### src/rtl/scr1_dmi_scan_responder.sv
// SysCLK-side DMI scan responder: owns the 41-bit DMI scan register fed by
// synchronized TAPC strobes and turns updates into Debug Module requests.
// Optional DTMCS register is compiled in with `define SCR1_DMI_DTMCS_EN.
`ifndef SCR1_DBG_DMI_CH_ID_WIDTH
`define SCR1_DBG_DMI_CH_ID_WIDTH 2
`endif

module scr1_dmi_scan_responder #(
    parameter int ADDR_W = 7,
    parameter int DATA_W = 32,
    parameter logic [`SCR1_DBG_DMI_CH_ID_WIDTH-1:0] DMI_CH_ID   = `SCR1_DBG_DMI_CH_ID_WIDTH'(1),
    parameter logic [`SCR1_DBG_DMI_CH_ID_WIDTH-1:0] DTMCS_CH_ID = `SCR1_DBG_DMI_CH_ID_WIDTH'(0)
) (
    input  logic                                 clk,
    input  logic                                 tapc_trst_n,
    input  logic                                 ch_sel,
    input  logic [`SCR1_DBG_DMI_CH_ID_WIDTH-1:0] ch_id,
    input  logic                                 ch_capture,
    input  logic                                 ch_shift,
    input  logic                                 ch_update,
    input  logic                                 ch_tdi,
    output logic                                 ch_tdo,
    output logic                                 dmi_req,
    output logic                                 dmi_wr,
    output logic [ADDR_W-1:0]                    dmi_addr,
    output logic [DATA_W-1:0]                    dmi_wdata,
    input  logic                                 dmi_resp,
    input  logic [DATA_W-1:0]                    dmi_rdata
);

    localparam int SCAN_W = ADDR_W + DATA_W + 2;

    typedef enum logic {
        ST_IDLE = 1'b0,
        ST_REQ  = 1'b1
    } state_t;

    state_t              state;
    logic [SCAN_W-1:0]   scan_q;
    logic [SCAN_W-1:0]   scan_nxt;
    logic [DATA_W-1:0]   rdata_q;
    logic                sticky_err;
    logic                dmi_hit;
    logic                dmi_upd;
    logic                busy;
    logic [1:0]          status;
    logic [1:0]          upd_op;
    logic                issue;
    logic                busy_err;
    logic                err_clr;
    logic                hard_rst;

    assign dmi_hit  = ch_sel && (ch_id == DMI_CH_ID);
    assign dmi_upd  = dmi_hit && ch_update;
    assign busy     = (state != ST_IDLE);
    // Busy and sticky error both report as status 3; the DM never reports failure itself.
    assign status   = (busy || sticky_err) ? 2'b11 : 2'b00;
    assign upd_op   = scan_q[1:0];
    // Busy is judged on the pre-edge state, so an update coinciding with dmi_resp still errors.
    assign issue    = dmi_upd && !busy && ((upd_op == 2'd1) || (upd_op == 2'd2));
    assign busy_err = dmi_upd && busy && (upd_op != 2'd0);

    // Next DMI scan register value: update blocks capture, capture blocks shift
    always_comb begin
        scan_nxt = scan_q;
        if (dmi_hit && !ch_update) begin
            if (ch_capture) begin
                scan_nxt = {dmi_addr, rdata_q, status};
            end else if (ch_shift) begin
                scan_nxt = {ch_tdi, scan_q[SCAN_W-1:1]};
            end
        end
    end

    // DMI scan register storage
    always_ff @(posedge clk or negedge tapc_trst_n) begin
        if (!tapc_trst_n) begin
            scan_q <= '0;
        end else begin
            scan_q <= scan_nxt;
        end
    end

`ifdef SCR1_DMI_DTMCS_EN
    logic [31:0] dtmcs_q;
    logic [31:0] dtmcs_nxt;
    logic        dtmcs_hit;
    logic        dtmcs_upd;

    assign dtmcs_hit = ch_sel && (ch_id == DTMCS_CH_ID);
    assign dtmcs_upd = dtmcs_hit && ch_update;
    // dmihardreset implies dmireset as well as abandoning the transaction.
    assign err_clr   = dtmcs_upd && (dtmcs_q[16] || dtmcs_q[17]);
    assign hard_rst  = dtmcs_upd && dtmcs_q[17];

    // Next DTMCS value: fixed version/abits, dmistat mirrors the sticky error
    always_comb begin
        dtmcs_nxt = dtmcs_q;
        if (dtmcs_hit && !ch_update) begin
            if (ch_capture) begin
                dtmcs_nxt = {17'd0, 3'd0, (sticky_err ? 2'b11 : 2'b00), 6'(ADDR_W), 4'd1};
            end else if (ch_shift) begin
                dtmcs_nxt = {ch_tdi, dtmcs_q[31:1]};
            end
        end
    end

    // DTMCS register storage
    always_ff @(posedge clk or negedge tapc_trst_n) begin
        if (!tapc_trst_n) begin
            dtmcs_q <= '0;
        end else begin
            dtmcs_q <= dtmcs_nxt;
        end
    end

    // TDO follows bit 0 of whichever register the chain id addresses
    always_ff @(posedge clk or negedge tapc_trst_n) begin
        if (!tapc_trst_n) begin
            ch_tdo <= 1'b0;
        end else begin
            ch_tdo <= (ch_id == DTMCS_CH_ID) ? dtmcs_nxt[0] : scan_nxt[0];
        end
    end
`else
    logic unused_dtmcs_id;

    assign unused_dtmcs_id = (DTMCS_CH_ID == DMI_CH_ID);
    assign err_clr         = 1'b0;
    assign hard_rst        = 1'b0;

    // TDO mirrors bit 0 of the DMI scan register
    always_ff @(posedge clk or negedge tapc_trst_n) begin
        if (!tapc_trst_n) begin
            ch_tdo <= 1'b0;
        end else begin
            ch_tdo <= scan_nxt[0];
        end
    end
`endif

    // Sticky busy error: only a busy update sets it, only dmireset or reset clears it
    always_ff @(posedge clk or negedge tapc_trst_n) begin
        if (!tapc_trst_n) begin
            sticky_err <= 1'b0;
        end else if (busy_err) begin
            sticky_err <= 1'b1;
        end else if (err_clr) begin
            sticky_err <= 1'b0;
        end
    end

    // Request FSM with registered DM-side outputs
    always_ff @(posedge clk or negedge tapc_trst_n) begin
        if (!tapc_trst_n) begin
            state     <= ST_IDLE;
            dmi_req   <= 1'b0;
            dmi_wr    <= 1'b0;
            dmi_addr  <= '0;
            dmi_wdata <= '0;
            rdata_q   <= '0;
        end else begin
            case (state)
                ST_IDLE: begin
                    if (issue) begin
                        state    <= ST_REQ;
                        dmi_req  <= 1'b1;
                        dmi_wr   <= (upd_op == 2'd2);
                        dmi_addr <= scan_q[SCAN_W-1 -: ADDR_W];
                        if (upd_op == 2'd2) begin
                            dmi_wdata <= scan_q[DATA_W+1:2];
                        end
                    end
                end
                ST_REQ: begin
                    if (dmi_resp) begin
                        state   <= ST_IDLE;
                        dmi_req <= 1'b0;
                        if (!dmi_wr) begin
                            rdata_q <= dmi_rdata;
                        end
                    end
                end
                default: begin
                    state   <= ST_IDLE;
                    dmi_req <= 1'b0;
                end
            endcase
            if (hard_rst) begin
                state   <= ST_IDLE;
                dmi_req <= 1'b0;
            end
        end
    end

endmodule

### config.mk
export PLATFORM = sky130hd
export DESIGN_NAME = scr1_dmi_scan_responder
export DESIGN_NICKNAME = d
export VERILOG_FILES = /design/src/rtl/scr1_dmi_scan_responder.sv
export SDC_FILE = /design/constraint.sdc
export NUM_CORES = 1
export LEC_CHECK = 0
export CAP_MARGIN = 20
export CORE_ASPECT_RATIO = 0.8
export CORE_MARGIN = 1.5
export CORE_UTILIZATION = 53
export CTS_CLUSTER_SIZE = 14
export DETAILED_ROUTE_END_ITERATION = 10
export PLACE_DENSITY = 0.88
export SLEW_MARGIN = 20
export SYNTH_ARGS = -nofsm -noshare
export SYNTH_HDL_FRONTEND = slang
export SYNTH_SLANG_ARGS = --single-unit
### constraint.sdc
create_clock -name clk -period 2.2 [get_ports clk]
set_input_delay 0.44 -clock clk [delete_from_list [all_inputs] [get_ports clk]]
set_output_delay 0.44 -clock clk [all_outputs]
set_load 0.02 [all_outputs]
==> impl_summary.md, run 1 <==
Floorplanning
Pin placement for this block handled 84 I/O pins. The chip width is ~110 um. The total area inside the core boundary comes to around 9100 um^2. The initial utilization of the core area, before any placement, comes to about 55%. The die span in y is around 90 um. The number of rows in the core area is 31.

The die covers 10000 um^2.

Routing
In the routed layout, each cell is associated on average with a via count of approximately 5.4. In the routed design, unresolved DRC markers number 0. The met3 wire length is 406 um. The average routed wire per standard cell is 18.2 um. The number of DRC markers in iteration 0 is 64. Wires add up to around 9600 um. After detailed routing, no signal wire sits above met4. The number of antenna-violating nets in the routed design is 0. The routed layout has about 2.9k vias. The routed metal-1 wirelength is 4330 um. Summed over all nets, wire length on met2 after detailed routing comes to about 4700 um. The number of detailed-routing iterations run before antenna repair is 4.

Timing
The total negative slack for setup checks is 0 ns. The highest achievable clock rate is approximately 540 MHz. Setup violations remaining at the end of the flow were counted as 0. The final number of max-transition violations is 0. The final worst clock skew is between 0.006 and 0.007 ns. The final cycle utilization of the critical path is 84.3%.

The final period demand of the worst path is about 1.9 ns. The final count of hold timing violations is 0. The slew at the pin with the worst max-slew slack is around 0.39 ns. The relative slew slack is roughly 74%. Setup repair after global routing left no endpoint under its margin.

Global route
After global routing the overflow that remains totals 0. The via count of the first global-routing pass is between 3k and 4k. The maximum number of pins on one net before global-route repair is 42. The initial antenna violation count was 0. The first global-routing pass estimated ~16000 um of wire. Global routing used 20.8% of the available tracks across all layers.

Clock network
The number of sinks on the clock net is 116. The largest buffer count on any clock path is 2. The clock root buffer master is sky130_fd_sc_hd__clkbuf_16. The TritonCTS clock tree is yes. The count of cells resized by post-cts repair is 0. The insertion delay of the later-clocked pin in the worst-skew pair is ~0.40 ns. The clock transition at the registers of the reported paths is approximately 0.050 ns. The number of clock buffers inserted by TritonCTS is 17. CTS built an H-tree with a depth of 4.

Job
Across the run, the number of max-cap violations was 0.

Layout
The footprint of the multi-input gates is 1970 um^2. The number of antenna repair diodes is 0. The layout overhead on the synthesized area is 30.8%. The sequential cell area is 2900 um^2. The number of inserted filler cells in the final layout is 600. In the final layout, the share of cells above drive strength 1 is 45.1%. The finished cells cover between 6000 and 7000 um^2. In the final design database the tool counted ~450 nets.

Logic synthesis
The sequential element share of the synthesized area is ~58%. The post-synthesis sequential element count is approximately 120. The mean cell area of the mapped netlist is ~16 um^2. The number of warnings issued by yosys is 0. Counting distinct cell types in the post-synthesis netlist gives 21. The cell count after synthesis is between 300 and 400. The net count after synthesis is 350. The mapped netlist covers ~5000 um^2.

Worst setup path
Walking the worst path, the cells encountered are clkdlybuf4s50_1. Along the worst path, the maximum fanout reaches 3. The sum of buffers and inverters on the critical path is 1.

STA puts the critical path data required time at about 1.8 ns. The dominant delay contributor by cell family on the critical path is buffers and inverters. STA puts the critical path data arrival time at 1.42 ns. The worst setup path is launched from a flip-flop. The largest single stage delay on the critical path is around 0.62 ns. The cell with the largest stage delay on the worst path is sky130_fd_sc_hd__clkdlybuf4s50_1.

The critical path is of the flip-flop to primary output type. The type of element capturing the critical path is a primary output.

Power
Net switching is 25.2% of the power. The analysis attributes to cell leakage a power of around 3.2 nW. The worst-case IR drop observed on VDD is around 0.0007 V. The share of total power in sequential cells is 44.2%. Power spread over the standard cell area amounts to 1090 nW/um^2.

Summed over all nets, the switching power comes to about 1.8 mW. Combinational cells account for between 20 and 25% of the total power. Summing internal, switching and leakage power gives 7.11 mW. The clock network is responsible for about a third of the overall power. The internal portion of the total power is about 5.3 mW.

Place
The count of input and output buffers is 83. The cell area after placement is about 6000 um^2. After legalization and detailed placement, the total HPWL measured around 6000 um. Routability-driven placement finished with a final weighted congestion of between 0.7 and 0.8.

Hold path
The class of the most critical hold timing path is flip-flop to flip-flop.

Run status
The run finished with clean final reports.
==> power groups by stage <==
| stage | clock [mW] | sequential [mW] | combinational, mW |
|---|---|---|---|
| floorplan | 0 | 3.12 | 1.04 |
| global placement | 0 | 3.13 | 1.51 |
| detailed placement | 0 | 3.16 | 1.57 |
| CTS | 2.43 | 3.15 | 1.60 |
| global route | 2.54 | 3.23 | 1.70 |
| finish | 2.39 | 3.15 | 1.57 |
==> through the flow <==
| stage | util (%) | hold slack, ns | worst slack, ns | cells |
|---|---|---|---|---|
| final | 71.8 | 0.475 | 0.345 | 530 |
| after global routing | 71.8 | 0.478 | 0.301 | 530 |
| after CTS | 71.8 | 0.471 | 0.317 | 530 |
| after detailed placement | 66.0 | 0.388 | -0.00194 | 497 |
| after global placement | 66.0 | 0.384 | 0.0637 | 497 |
| after floorplan | - | 0.144 | 0.431 | 306 |
==> cells in the mapped netlist (all sizes together) <==
| cell | count | area [um^2] |
|---|---|---|
| nor2 | 1 | 3.75 |
| nor3 | 2 | 20.0 |
| o21bai | 3 | 22.5 |
| nand2b | 1 | 6.26 |
| nand4b | 1 | 8.76 |
| clkbuf | 3 | 11.3 |
| nor3b | 2 | 15.0 |
| a21o | 2 | 15.0 |
| dfrtp | 116 | 2900 |
| mux2 | 150 | 1800 |
| nand2 | 2 | 7.51 |
| inv | 3 | 11.3 |
| nand3b | 1 | 7.51 |
| or2 | 1 | 6.26 |
| mux2i | 2 | 20.0 |
| ha | 2 | 25.0 |
| buf | 14 | 98.8 |
==> final cells by class <==
type                            count  share of cell area (%)
Clock buffer                       27                    7.56
Inverter                            3                   0.173
Sequential cell                   116                    44.5
Clock inverter                      5                   0.384
Multi-Input combinational cell    170                    30.2
Tap cell                          115                    2.21
Timing Repair Buffer               94                    14.9
==> worst paths after layout <==
path / start / slack (ns) / endpoint / depth (start not counted)
worst max-delay path: dmi_addr[0] / 0.34 / dmi_addr[0] / 1
worst min-delay path: sticky_err / 0.47 / sticky_err / 1
worst max register to register: scan_q[1] / 0.46 / dmi_wdata[9] / 6
worst min register to register: sticky_err / 0.47 / sticky_err / 1
max in group asynchronous: tapc_trst_n / 0.97 / dmi_wdata[7] / 3
min in group asynchronous: tapc_trst_n / 0.49 / scan_q[29] / 2
==> layout by cell type (no fill, tap or decap), types with 5 or more instances in the layout <==
master,n
sky130_fd_sc_hd__dfrtp_1,116
sky130_fd_sc_hd__mux2_4,30
sky130_fd_sc_hd__buf_12,5
sky130_fd_sc_hd__clkbuf_1,7
sky130_fd_sc_hd__buf_4,6
sky130_fd_sc_hd__clkdlybuf4s50_1,81
sky130_fd_sc_hd__clkinv_2,5
sky130_fd_sc_hd__clkbuf_16,17
sky130_fd_sc_hd__mux2_2,117
==> flip-flops by register name (all words and copies together) (netlist names) <==
name	count
busy	1
dmi_wdata	32
dmi_req	1
rdata_q	32
dmi_addr	7
scan_q	41
sticky_err	1
dmi_wr	1
==> layer usage <==
metal,vias to the layer above,track usage (%)
li1,1292,-
met1,1479,27.0
met2,68,32.6
met4,0,7.91
met5,-,0
met3,17,7.15
==> cell families (layout without fill, tap and decap cells) <==
family | Yosys count | after routing | share of synthesized area [%]
multiplexers | 152 | 152 | 36.6
AND/OR/NAND/NOR | 11 | 11 | 1.51
AO/OA/AOI/OAI | 5 | 5 | 0.753
adder cells (fa/ha/maj) | 2 | 2 | 0.502
flip-flops | 116 | 116 | 58.2
buffers and inverters | 20 | 129 | 2.44
==> timing repair <==
item / 4_1_cts / 5_1_grt
hold buffers: 1 / 0
endpoints found under the hold margin: 25 / 0
buffers inserted: 0 / 0
No activity file was read; power rests on OpenSTA's default activity.
==> run 2: changes to the inputs <==
==> constraint.sdc (replaced) <==
create_clock -name clk -period 1.8 [get_ports clk]
set_input_delay 0.36 -clock clk [delete_from_list [all_inputs] [get_ports clk]]
set_output_delay 0.36 -clock clk [all_outputs]
set_load 0.02 [all_outputs]
==> run 2 against run 1 <==
Net effect: critical path depth up 6; total power grew 29%; first-iteration DRC count increased by 77%; non-clock buffer count up 8; clock-buffer cell count is 7 lower; sequential power is 23% higher; final cell count up 1.3%; hold slack got worse by 0.036 ns; design area up 3.2%; register-to-register slack worse by 0.45 ns; utilization grew 2.3 points.
==> impl_summary.md, run 2 (same netlist as run 1, synthesis figures left out) <==
Routing
The number of DRC markers in iteration 0 is 113 (was 64). The number of antenna-violating nets in the routed design is 0 (unchanged). The via count normalized by instance count is 5.46 (was 5.39).

The average routed wire per standard cell came to 19.4 um (was 18.2 um). The count of unresolved DRC violations after routing is 0 (unchanged). The number of detailed-routing iterations run before antenna repair is 4 (unchanged). The via count is 2931 (was 2856).

The wire length reported by the detailed router is 10400 um (was 9640 um).

Global route
The initial antenna violation count is 0 (unchanged). The overall routing resource usage came to 21.5% (was 20.8%). The global-route wire length before repair is 16700 um (was 16100 um).

The sum of overflow across all layers after global routing was 0 (unchanged). The maximum number of pins on one net before global-route repair is 41 (was 42). The via count of the first global-routing pass was 3213 (was 3124).

Timing
After layout, the minimum clock period comes to ~1.8 ns. The final number of max-transition violations is 0 (unchanged). Derived from the worst setup path, the maximum achievable clock frequency is around 560 MHz. The total negative slack for setup checks is 0 ns (unchanged).

The slew at the pin with the worst max-slew slack is 0.431 ns (was 0.388 ns). The final worst clock skew is 0.00643 ns (was 0.00641 ns). The relative slew slack is 71.3% (was 74.1%). The final count of hold timing violations is 0 (unchanged).

The minimum setup slack in the final design came to 0.0101 ns (was 0.345 ns). In the finished design, the share of the clock period the worst path needs comes to between 90% and 100%. The final setup violation count is 0 (unchanged).

Clock network
The insertion delay of the later-clocked pin in the worst-skew pair is 0.41 ns (was 0.40 ns). The clock transition at the registers of the reported paths is 0.05 ns (about the same). The largest buffer count on any clock path was 2 (unchanged).

The number of clock buffers inserted by TritonCTS came to 17 (unchanged). The TritonCTS clock tree is yes (unchanged). The clock root buffer master is sky130_fd_sc_hd__clkbuf_16 (unchanged). The CTS H-tree depth came to 4 (unchanged). The number of sinks on the clock net is 116 (unchanged).

Run status
Status: completed (unchanged).

Floorplanning
The area inside the core boundary is 9080 um^2 (unchanged). The overall die area is 10000 um^2 (unchanged). The I/O pin count is 84 (unchanged). The die span in y came to 89.7 um (unchanged). The number of rows in the core area is 31 (unchanged). The starting density of the core is 54.9% (unchanged). The chip width is 111 um (unchanged).

Worst setup path
The critical-path maximum fanout was 10 (was 3). The cell with the largest stage delay on the worst path is sky130_fd_sc_hd__dfrtp_1 (was sky130_fd_sc_hd__clkdlybuf4s50_1). CP Cell Sequence: inv_2 -> ha_4 -> nand2_2 -> nor3_4 -> buf_12 -> clkbuf_16 -> mux2_2 (was clkdlybuf4s50_1).

The type of element capturing the critical path is a flip-flop (was primary output). The category of the worst setup path launch point is a flip-flop (unchanged). The endpoint of the most critical register-to-register path is dmi_wdata[19] (was dmi_wdata[9]). The peak per-stage delay on the critical path is 0.42 ns (was 0.62 ns). The data arrival time at the worst-slack endpoint came to 2.08 ns (was 1.42 ns). The type of the worst setup path was flip-flop to flip-flop (was flip-flop to primary output). The logic depth of the worst register-to-register path came to 7 (was 6). The startpoint of the most critical register-to-register path is scan_q[1] (unchanged). The slack of the worst reg-to-reg path is 0.01 ns (was 0.46 ns).

The endpoint required time on the critical path came to 2.09 ns (was 1.76 ns).

Layout
Top library cells by usage in the layout, fill and taps aside: 117 x sky130_fd_sc_hd__mux2_2, 116 x sky130_fd_sc_hd__dfrtp_1, 78 x sky130_fd_sc_hd__clkdlybuf4s50_1 (was 117 x sky130_fd_sc_hd__mux2_2, 116 x sky130_fd_sc_hd__dfrtp_1, 81 x sky130_fd_sc_hd__clkdlybuf4s50_1). Leading registers by flop count: scan_q x41, dmi_wdata x32, rdata_q x32 (unchanged). The flip-flop count of the largest register, all copies and words added is 41 (unchanged). The net count of the finished layout was 454 (was 446).

The leading cell type in the layout, fill and taps excluded was sky130_fd_sc_hd__mux2_2 (unchanged). The largest register by flop count is scan_q (unchanged). The layout overhead on the synthesized area came to 35.0% (was 30.8%). The number of inserted filler cells in the final layout came to 570 (was 600). The share of cells above drive strength 1 is 48.3% (was 45.1%). The number of antenna repair diodes was 0 (unchanged).

Hold path
The class of the most critical hold timing path is input port to asynchronous set/reset pin (was flip-flop to flip-flop).

Place
The count of input and output buffers was 83 (unchanged). The setup slack at placement is -0.303 ns (was -0.00194 ns). The detailed-placement wirelength estimate is 6360 um (was 5980 um). The final weighted congestion of routability-driven global placement is 0.756 (was 0.760).

Power
The power density over cell area was 1370 nW/um^2 (was 1090 nW/um^2). The worst ir drop on vdd is 0.000868 V (was 0.000699 V). The leakage power of the design came to 3.28 nW (was 3.15 nW).

Job
The count of max-cap constraint violations is 0 (unchanged).
==> run 2: worst max path at each step <==
stage,startpoint,endpoint,slack (ns),cells past startpoint
2_1_floorplan,scan_q[0],dmi_wdata[10],0.03,6
6_report,scan_q[1],dmi_wdata[19],0.01,7
3_3_place_gp,ch_id[0],dmi_wdata[8],-0.25,5
5_1_grt,scan_q[0],dmi_wdata[6],-0.01,7
4_1_cts,dmi_addr[2],dmi_addr[2],0.002,1
3_5_place_dp,ch_id[1],dmi_wdata[6],-0.30,5
==> run 2: layout make-up <==
class / count / area [um^2] / area share (%)
flip-flops and latches: 116 / 2900 / 43.2
multi-input cells: 170 / 1990 / 29.6
repair buffers: 102 / 1100 / 16.3
clock buffers: 20 / 447 / 6.64
well taps: 115 / 144 / 2.14
clock inverters: 11 / 135 / 2.01
inverters: 3 / 11.3 / 0.167
==> run 2: critical path: cells and delay by family, from the launching register on <==
family	cells	cell delay, ns
simple gates	2	0.24
fa+ha+maj	1	0.27
flops	1	0.42
mux	1	0.34
buf+inv	3	0.40
==> run 2: metal layers <==
layer / wire length [um] / share of wire [%] / GRT usage [%]
met1: 4510 / 43 / 28.1
met2: 5260 / 50 / 34.1
met3: 505 / 4.8 / 6.07
met4: 140 / 1.3 / 8.86
met5: 0 / 0 / 0
==> run 2: timing repair <==
| item | in CTS | in global routing |
|---|---|---|
| buffers inserted | 0 | 1 |
| setup endpoints to repair | 1 | 15 |
| resized for setup | 1 | 9 |
| cloned | 0 | 1 |
| hold buffers | 1 | 0 |
| endpoints found under the hold margin | 26 | 0 |
| pin swaps | 0 | 1 |
==> run 2: power breakdown <==
part | internal (mW) | switching [mW]
Clock | 2.19 | 1.15
Combinational | 1.33 | 0.678
Sequential | 3.35 | 0.509
==> run 2: per-stage QoR <==
stage	total power [mW]	instance area (um^2)	instances	hold slack [ns]	utilization, %
floorplan	5.09	4980	306	0.0644	-
global placement	5.69	6060	503	0.324	66.8
detailed placement	5.80	6060	503	0.330	66.8
CTS	9.19	6650	535	0.439	73.3
global route	9.60	6730	537	0.489	74.1
finish	9.21	6730	537	0.439	74.1
==> run 3: changes to the inputs <==
--- a/config.mk
+++ b/config.mk
@@ -5,7 +5,6 @@
 export SDC_FILE = /design/constraint.sdc
 export NUM_CORES = 1
 export LEC_CHECK = 0
-export CAP_MARGIN = 20
 export CORE_ASPECT_RATIO = 0.8
 export CORE_MARGIN = 1.5
 export CORE_UTILIZATION = 53
==> results of run 3 <==
The final DEF is identical to that of run 2; final timing and power are the same.
